<file path="config.mk">
export PLATFORM = sky130hd
export DESIGN_NAME = axis_tag_demux
export DESIGN_NICKNAME = d
export VERILOG_FILES = /design/src/rtl/axis_tag_demux.sv
export SDC_FILE = /design/constraint.sdc
export NUM_CORES = 1
export LEC_CHECK = 0
export CAP_MARGIN = 15
export CELL_PAD_IN_SITES_DETAIL_PLACEMENT = 1
export CELL_PAD_IN_SITES_GLOBAL_PLACEMENT = 2
export CORE_UTILIZATION = 34
export CTS_CLUSTER_DIAMETER = 80
export DETAILED_ROUTE_END_ITERATION = 8
export HOLD_SLACK_MARGIN = 0.06
export PLACE_DENSITY = 0.84
export SETUP_SLACK_MARGIN = 0.2
export SYNTH_ARGS = -nofsm -noshare
export SYNTH_HDL_FRONTEND = slang
export SYNTH_SLANG_ARGS = --single-unit
</file>
<file path="constraint.sdc">
create_clock -name axis_aclk -period 5.6 [get_ports axis_aclk]
set_clock_uncertainty 0.05 [all_clocks]
set_input_delay 1.12 -clock axis_aclk [delete_from_list [all_inputs] [get_ports axis_aclk]]
set_output_delay 1.12 -clock axis_aclk [all_outputs]
set_load 0.02 [all_outputs]
</file>
<file path="src/rtl/axis_tag_demux.sv">
// axis_tag_demux: routes the tagged, merged stream from the two-input
// AXI-Stream arbiter back to one of two master ports (m0a / m0b).
// The route is locked on the first beat of a packet and held until tlast.
// Beats with an invalid first-beat tag are dropped.
// Both ports share one 2-entry output skid, so output order follows input order.
// The outputs are driven from registers.
// Per-port completed-packet counters and sticky error flags are provided.
// Optional feature: define AXIS_DEMUX_LEN_CHECK_EN to enable packet length
// limiting to MAX_BEATS.
module axis_tag_demux #(
  parameter int DATA_W    = 32,
  parameter int CNT_W     = 16,
  parameter int MAX_BEATS = 256
) (
  input  logic              axis_aclk,
  input  logic              axis_aresetn,
  input  logic [DATA_W-1:0] s_axis_tdata,
  input  logic              s_axis_tvalid,
  output logic              s_axis_tready,
  input  logic              s_axis_tlast,
  input  logic              s_axis_a,
  input  logic              s_axis_b,
  output logic [DATA_W-1:0] m0a_axis_tdata,
  output logic              m0a_axis_tvalid,
  input  logic              m0a_axis_tready,
  output logic              m0a_axis_tlast,
  output logic [DATA_W-1:0] m0b_axis_tdata,
  output logic              m0b_axis_tvalid,
  input  logic              m0b_axis_tready,
  output logic              m0b_axis_tlast,
  output logic [CNT_W-1:0]  pkt_count_a,
  output logic [CNT_W-1:0]  pkt_count_b,
  output logic              err_tag,
  output logic              err_len
);

  typedef enum logic [1:0] {IDLE, ROUTE_A, ROUTE_B, DROP} state_t;

  state_t              state_q, state_d;
  logic                tready_q, tready_d;
  // Head entry drives the outputs. A separate valid bit is kept per port.
  logic                head_va_q, head_va_d;
  logic                head_vb_q, head_vb_d;
  logic [DATA_W-1:0]   head_data_q, head_data_d;
  logic                head_last_q, head_last_d;
  // The second entry catches one beat while the head is stalled.
  logic                skid_v_q, skid_v_d;
  logic                skid_b_q, skid_b_d;
  logic [DATA_W-1:0]   skid_data_q, skid_data_d;
  logic                skid_last_q, skid_last_d;
  logic [CNT_W-1:0]    cnt_a_q, cnt_a_d;
  logic [CNT_W-1:0]    cnt_b_q, cnt_b_d;
  logic                err_tag_q, err_tag_d;

  logic accept;
  logic tag_a_only;
  logic tag_b_only;
  logic push;
  logic push_b;
  logic push_last;
  logic pop;

  assign accept     = s_axis_tvalid & tready_q;
  assign tag_a_only = s_axis_a & ~s_axis_b;
  assign tag_b_only = s_axis_b & ~s_axis_a;
  assign pop        = (head_va_q & m0a_axis_tready) | (head_vb_q & m0b_axis_tready);

`ifdef AXIS_DEMUX_LEN_CHECK_EN
  localparam int BEAT_W = $clog2(MAX_BEATS + 1);
  logic [BEAT_W-1:0] beats_q, beats_d;
  logic              err_len_q, err_len_d;
  logic              at_limit;

  // The beat at the limit is truncated only if it is not already the real tlast.
  assign at_limit = (beats_q == BEAT_W'(MAX_BEATS - 1)) & ~s_axis_tlast;
`endif

  // Routing FSM next state, tag error detection, and the routing decision
  // for the beat that is being accepted.
  always_comb begin
    state_d   = state_q;
    err_tag_d = err_tag_q;
    push      = 1'b0;
    push_b    = 1'b0;
    push_last = s_axis_tlast;
    if (accept) begin
      case (state_q)
        IDLE: begin
          if (tag_a_only) begin
            push    = 1'b1;
            state_d = s_axis_tlast ? IDLE : ROUTE_A;
          end else if (tag_b_only) begin
            push    = 1'b1;
            push_b  = 1'b1;
            state_d = s_axis_tlast ? IDLE : ROUTE_B;
          end else begin
            err_tag_d = 1'b1;
            state_d   = s_axis_tlast ? IDLE : DROP;
          end
        end
        ROUTE_A: begin
          push = 1'b1;
          if (!tag_a_only) err_tag_d = 1'b1;
          if (s_axis_tlast) state_d = IDLE;
        end
        ROUTE_B: begin
          push   = 1'b1;
          push_b = 1'b1;
          if (!tag_b_only) err_tag_d = 1'b1;
          if (s_axis_tlast) state_d = IDLE;
        end
        default: begin
          if (s_axis_tlast) state_d = IDLE;
        end
      endcase
`ifdef AXIS_DEMUX_LEN_CHECK_EN
      if (push && at_limit) begin
        push_last = 1'b1;
        state_d   = DROP;
      end
`endif
    end
  end

`ifdef AXIS_DEMUX_LEN_CHECK_EN
  // Beat counter for the current packet. It restarts whenever the packet
  // ends or the beat stream is being discarded.
  always_comb begin
    beats_d   = beats_q;
    err_len_d = err_len_q;
    if (accept) begin
      if (state_d == IDLE || state_d == DROP) beats_d = '0;
      else                                    beats_d = beats_q + BEAT_W'(1);
      if (push && at_limit) err_len_d = 1'b1;
    end
  end

  // Length-check state.
  always_ff @(posedge axis_aclk or negedge axis_aresetn) begin
    if (!axis_aresetn) begin
      beats_q   <= '0;
      err_len_q <= 1'b0;
    end else begin
      beats_q   <= beats_d;
      err_len_q <= err_len_d;
    end
  end

  assign err_len = err_len_q;
`else
  // Length checking is compiled out, so MAX_BEATS has no effect and err_len is always 0.
  assign err_len = 1'b0 & (MAX_BEATS == 0);
`endif

  // Shared 2-entry skid. First retire the head (and promote the skid entry),
  // then place the new beat in the first free slot.
  always_comb begin
    head_va_d   = head_va_q;
    head_vb_d   = head_vb_q;
    head_data_d = head_data_q;
    head_last_d = head_last_q;
    skid_v_d    = skid_v_q;
    skid_b_d    = skid_b_q;
    skid_data_d = skid_data_q;
    skid_last_d = skid_last_q;
    if (pop) begin
      head_va_d   = skid_v_q & ~skid_b_q;
      head_vb_d   = skid_v_q & skid_b_q;
      head_data_d = skid_data_q;
      head_last_d = skid_last_q;
      skid_v_d    = 1'b0;
    end
    if (push) begin
      if (!(head_va_d | head_vb_d)) begin
        head_va_d   = ~push_b;
        head_vb_d   = push_b;
        head_data_d = s_axis_tdata;
        head_last_d = push_last;
      end else begin
        skid_v_d    = 1'b1;
        skid_b_d    = push_b;
        skid_data_d = s_axis_tdata;
        skid_last_d = push_last;
      end
    end
  end

  // Input ready and per-port packet counters.
  // In DROP, beats are discarded and use no buffer space,
  // so the input is not backpressured.
  always_comb begin
    tready_d = ~skid_v_d | (state_d == DROP);
    cnt_a_d  = cnt_a_q;
    cnt_b_d  = cnt_b_q;
    if (head_va_q && m0a_axis_tready && head_last_q) cnt_a_d = cnt_a_q + CNT_W'(1);
    if (head_vb_q && m0b_axis_tready && head_last_q) cnt_b_d = cnt_b_q + CNT_W'(1);
  end

  // All state registers. The reset clears every output.
  always_ff @(posedge axis_aclk or negedge axis_aresetn) begin
    if (!axis_aresetn) begin
      state_q     <= IDLE;
      tready_q    <= 1'b0;
      head_va_q   <= 1'b0;
      head_vb_q   <= 1'b0;
      head_data_q <= '0;
      head_last_q <= 1'b0;
      skid_v_q    <= 1'b0;
      skid_b_q    <= 1'b0;
      skid_data_q <= '0;
      skid_last_q <= 1'b0;
      cnt_a_q     <= '0;
      cnt_b_q     <= '0;
      err_tag_q   <= 1'b0;
    end else begin
      state_q     <= state_d;
      tready_q    <= tready_d;
      head_va_q   <= head_va_d;
      head_vb_q   <= head_vb_d;
      head_data_q <= head_data_d;
      head_last_q <= head_last_d;
      skid_v_q    <= skid_v_d;
      skid_b_q    <= skid_b_d;
      skid_data_q <= skid_data_d;
      skid_last_q <= skid_last_d;
      cnt_a_q     <= cnt_a_d;
      cnt_b_q     <= cnt_b_d;
      err_tag_q   <= err_tag_d;
    end
  end

  assign s_axis_tready   = tready_q;
  assign m0a_axis_tvalid = head_va_q;
  assign m0a_axis_tdata  = head_data_q;
  assign m0a_axis_tlast  = head_last_q;
  assign m0b_axis_tvalid = head_vb_q;
  assign m0b_axis_tdata  = head_data_q;
  assign m0b_axis_tlast  = head_last_q;
  assign pkt_count_a     = cnt_a_q;
  assign pkt_count_b     = cnt_b_q;
  assign err_tag         = err_tag_q;

endmodule

</file>
==> impl_metrics.env <==
export IMPL_yosysWarnings=0
export IMPL_ys_seq_area_frac=0.514
export IMPL_rr_endpoint="m0a_axis_tdata[0]"
export IMPL_setup_viol=0
export IMPL_max_cap_violations=0
export IMPL_insertion_delay_ps=350
export IMPL_synth_flop_cell="dfrtp_1"
export IMPL_synth_simple_area_share=0.0725
export IMPL_rows=44
export IMPL_synth_fa_ha_area_frac=0.0218
export IMPL_place_port_buffers=141
export IMPL_period_share=0.642
export IMPL_cpPeakStageDelay_ps=630
export IMPL_layout_commonest_cell="clkdlybuf4s50_1"
export IMPL_layout_nets=545
export IMPL_grt_pass1_wl_mm=18.9
export IMPL_critical_path_class="in -> reg"
export IMPL_syn_inst=386
export IMPL_hpwl_mm=8.10
export IMPL_leakage_nw=2.90
export IMPL_tns_ps=0
export IMPL_status="finished with violations"
export IMPL_clockBufferDepth=2
export IMPL_via_per_inst=4.81
export IMPL_diodes=0
export IMPL_r2r_cells=6
export IMPL_cp_arrival_ps=3780
export IMPL_area_delta_synth_final_pct=32.3
export IMPL_rsz0062_at_grt="no"
export IMPL_peakVddDrop_v=0.000257
export IMPL_synth_edf_count=0
export IMPL_worstReg2RegStart="m0a_axis_tvalid"
export IMPL_hp_class="reg -> reg"
export IMPL_start_util=0.352
export IMPL_drtPass1Iterations=6
export IMPL_fmaxAchievable_ghz=0.278
export IMPL_grt_pass1_vias=3577
export IMPL_end_kind="register"
export IMPL_hp_start="pkt_count_a[15]"
export IMPL_avgSynthCellArea_um2=13.4
export IMPL_gp_congestion=0.746
export IMPL_muxShareOfSynthArea=0.243
export IMPL_tightest_slew_ps=708
export IMPL_critical_path_max_fanout=35
export IMPL_finalWirelength_mm=11.2
export IMPL_final_hold_viol_count=0
export IMPL_syn_nets=435
export IMPL_mostFrequentLayoutCells="clkdlybuf4s50_1 (140), dfrtp_1 (106), mux2_2 (58)"
export IMPL_num_fill_cells=1531
export IMPL_power_density_nw_per_um2=563
export IMPL_drive_gt1_frac=0.228
export IMPL_cts_hold_buf=0
export IMPL_min_delay_path_depth=1
export IMPL_post_drt_wl_per_cell_um=16.3
export IMPL_async_reset_ff_frac=1.00
export IMPL_final_setup_worst_slack_ps=2000
export IMPL_path_cells="clkdlybuf4s50_1 > a22oi_4 > buf_4 > o22ai_2 > nor2b_4 > buf_4 > mux2_1"
export IMPL_numCtsBuffers=9
export IMPL_slew_headroom=0.528
export IMPL_fp_dieW_um=125
export IMPL_grt_overflow_total=0
export IMPL_cts_tree="done"
export IMPL_cts_root_buf="clkbuf_16"
export IMPL_cp_slowest_cell="clkdlybuf4s50_1"
export IMPL_cts_resized=0
export IMPL_synth_top_family_by_area="multiplexers"
export IMPL_cp_required_ps=5780
export IMPL_report_final_slew_viol_count=0
export IMPL_whs_endpoint="pkt_count_a[15]"
export IMPL_synth_compound_area_frac=0.0255
export IMPL_vias=3295
export IMPL_critPathLaunchType="input pin"
export IMPL_grt_usage=0.152
export IMPL_yosysUniqueCellTypes=36
export IMPL_min_period_ps=3600
export IMPL_cp_common_cell="buf_4"
export IMPL_drc=18
export IMPL_io_pins=143
export IMPL_yosys_register_bits=106
export IMPL_r2r_setup_slack_ps=2880
export IMPL_die_area_um2=15700
export IMPL_post_cts_buffers=0
export IMPL_dp_slack_ps=1500
export IMPL_htreeDepth=3
export IMPL_path_buf_inv=3
export IMPL_antenna_found_initial=0
export IMPL_violations="design-rule violations"
export IMPL_cp_top_family="buffers and inverters"
export IMPL_final_antenna_net_count=0
export IMPL_synth_xor_area_share=0.0509
export IMPL_die_h_um=125
export IMPL_grt_start_max_net_pins=56
export IMPL_drt_iter0_drc=136
export IMPL_core_um2=14600
export IMPL_syn_cell_area_um2=5160
export IMPL_path_clk_slew_ps=70
export IMPL_cts_sinks=106
## layout make-up
| cell class | count | area, um^2 | share of cell area |
|---|---|---|---|
| sequential | 106 | 2650 | 0.389 |
| multi-input combinational | 227 | 2140 | 0.314 |
| timing repair buffer | 145 | 1450 | 0.213 |
| clock buffer | 12 | 246 | 0.0361 |
| tap | 184 | 230 | 0.0337 |
| clock inverter | 4 | 75.1 | 0.0110 |
| inverter | 7 | 26.3 | 0.00385 |
## metal layers
metal  GRT usage  vias up  routed length, um
met3      0.0351       12                441
met1       0.190     1688               4960
met4      0.0538        0                165
li1            -     1520                  -
met5           0        -                  0
met2       0.259       75               5610
## per-stage QoR
stage          hold WS (ps)  power (mW)   util  instance area (um^2)  std cells
2_1_floorplan           404        2.60      -                  5160        386
3_3_place_gp            412        3.13  0.443                  6480        668
3_5_place_dp            415        3.20  0.443                  6480        668
4_1_cts                 431        3.90  0.465                  6810        684
5_1_grt                 449        4.07  0.466                  6830        685
6_report                432        3.84  0.466                  6830        685
## how the worst max path moves through the flow
stage                                from                  to  depth (start not counted)
after detailed placement  m0a_axis_tready      skid_data_q[8]                          6
after global routing      m0a_axis_tready  m0a_axis_tdata[31]                          7
after CTS                 m0a_axis_tready      skid_data_q[8]                          6
final                     m0a_axis_tready   m0a_axis_tdata[0]                          7
after global placement    m0b_axis_tready     skid_data_q[11]                          6
after floorplan                  s_axis_a  m0a_axis_tdata[10]                          8
## cell families after synthesis
group | Yosys count
muxes | 102
other | 1
buffers and inverters | 53
DFF | 106
and+or+nand+nor | 67
adders and majority gates | 9
AOI/OAI and AO/OA | 18
xor gates and xnor gates | 30
## Yosys cell counts, types with 4 or more instances
master | number | area (um^2)
a21oi_1 | 7 | 35.0
and3_1 | 4 | 25.0
and4_1 | 4 | 35.0
buf_4 | 37 | 278
buf_6 | 4 | 45.0
dfrtp_1 | 106 | 2650
ha_1 | 9 | 113
inv_1 | 7 | 26.3
mux2_1 | 15 | 169
mux2_2 | 58 | 653
mux2_4 | 28 | 420
nand2_1 | 11 | 41.3
nand3_1 | 14 | 70.1
nand4_1 | 9 | 56.3
nor2_1 | 9 | 33.8
xnor2_1 | 22 | 193
xor2_1 | 8 | 70.1
## report_power, final
part,switching (mW),internal (mW)
combinational,0.808,1.07
sequential,0.227,1.06
clock,0.272,0.404
## sequential cells by signal (all words and copies together) (netlist names)
register / cells
m0a_axis_tdata: 32
skid_data_q: 32
pkt_count_a: 16
pkt_count_b: 16
state_q: 2
err_tag: 1
m0a_axis_tlast: 1
m0a_axis_tvalid: 1
m0b_axis_tvalid: 1
s_axis_tready: 1
skid_b_q: 1
skid_last_q: 1
skid_v_q: 1
(Power assumes the default switching activity.)
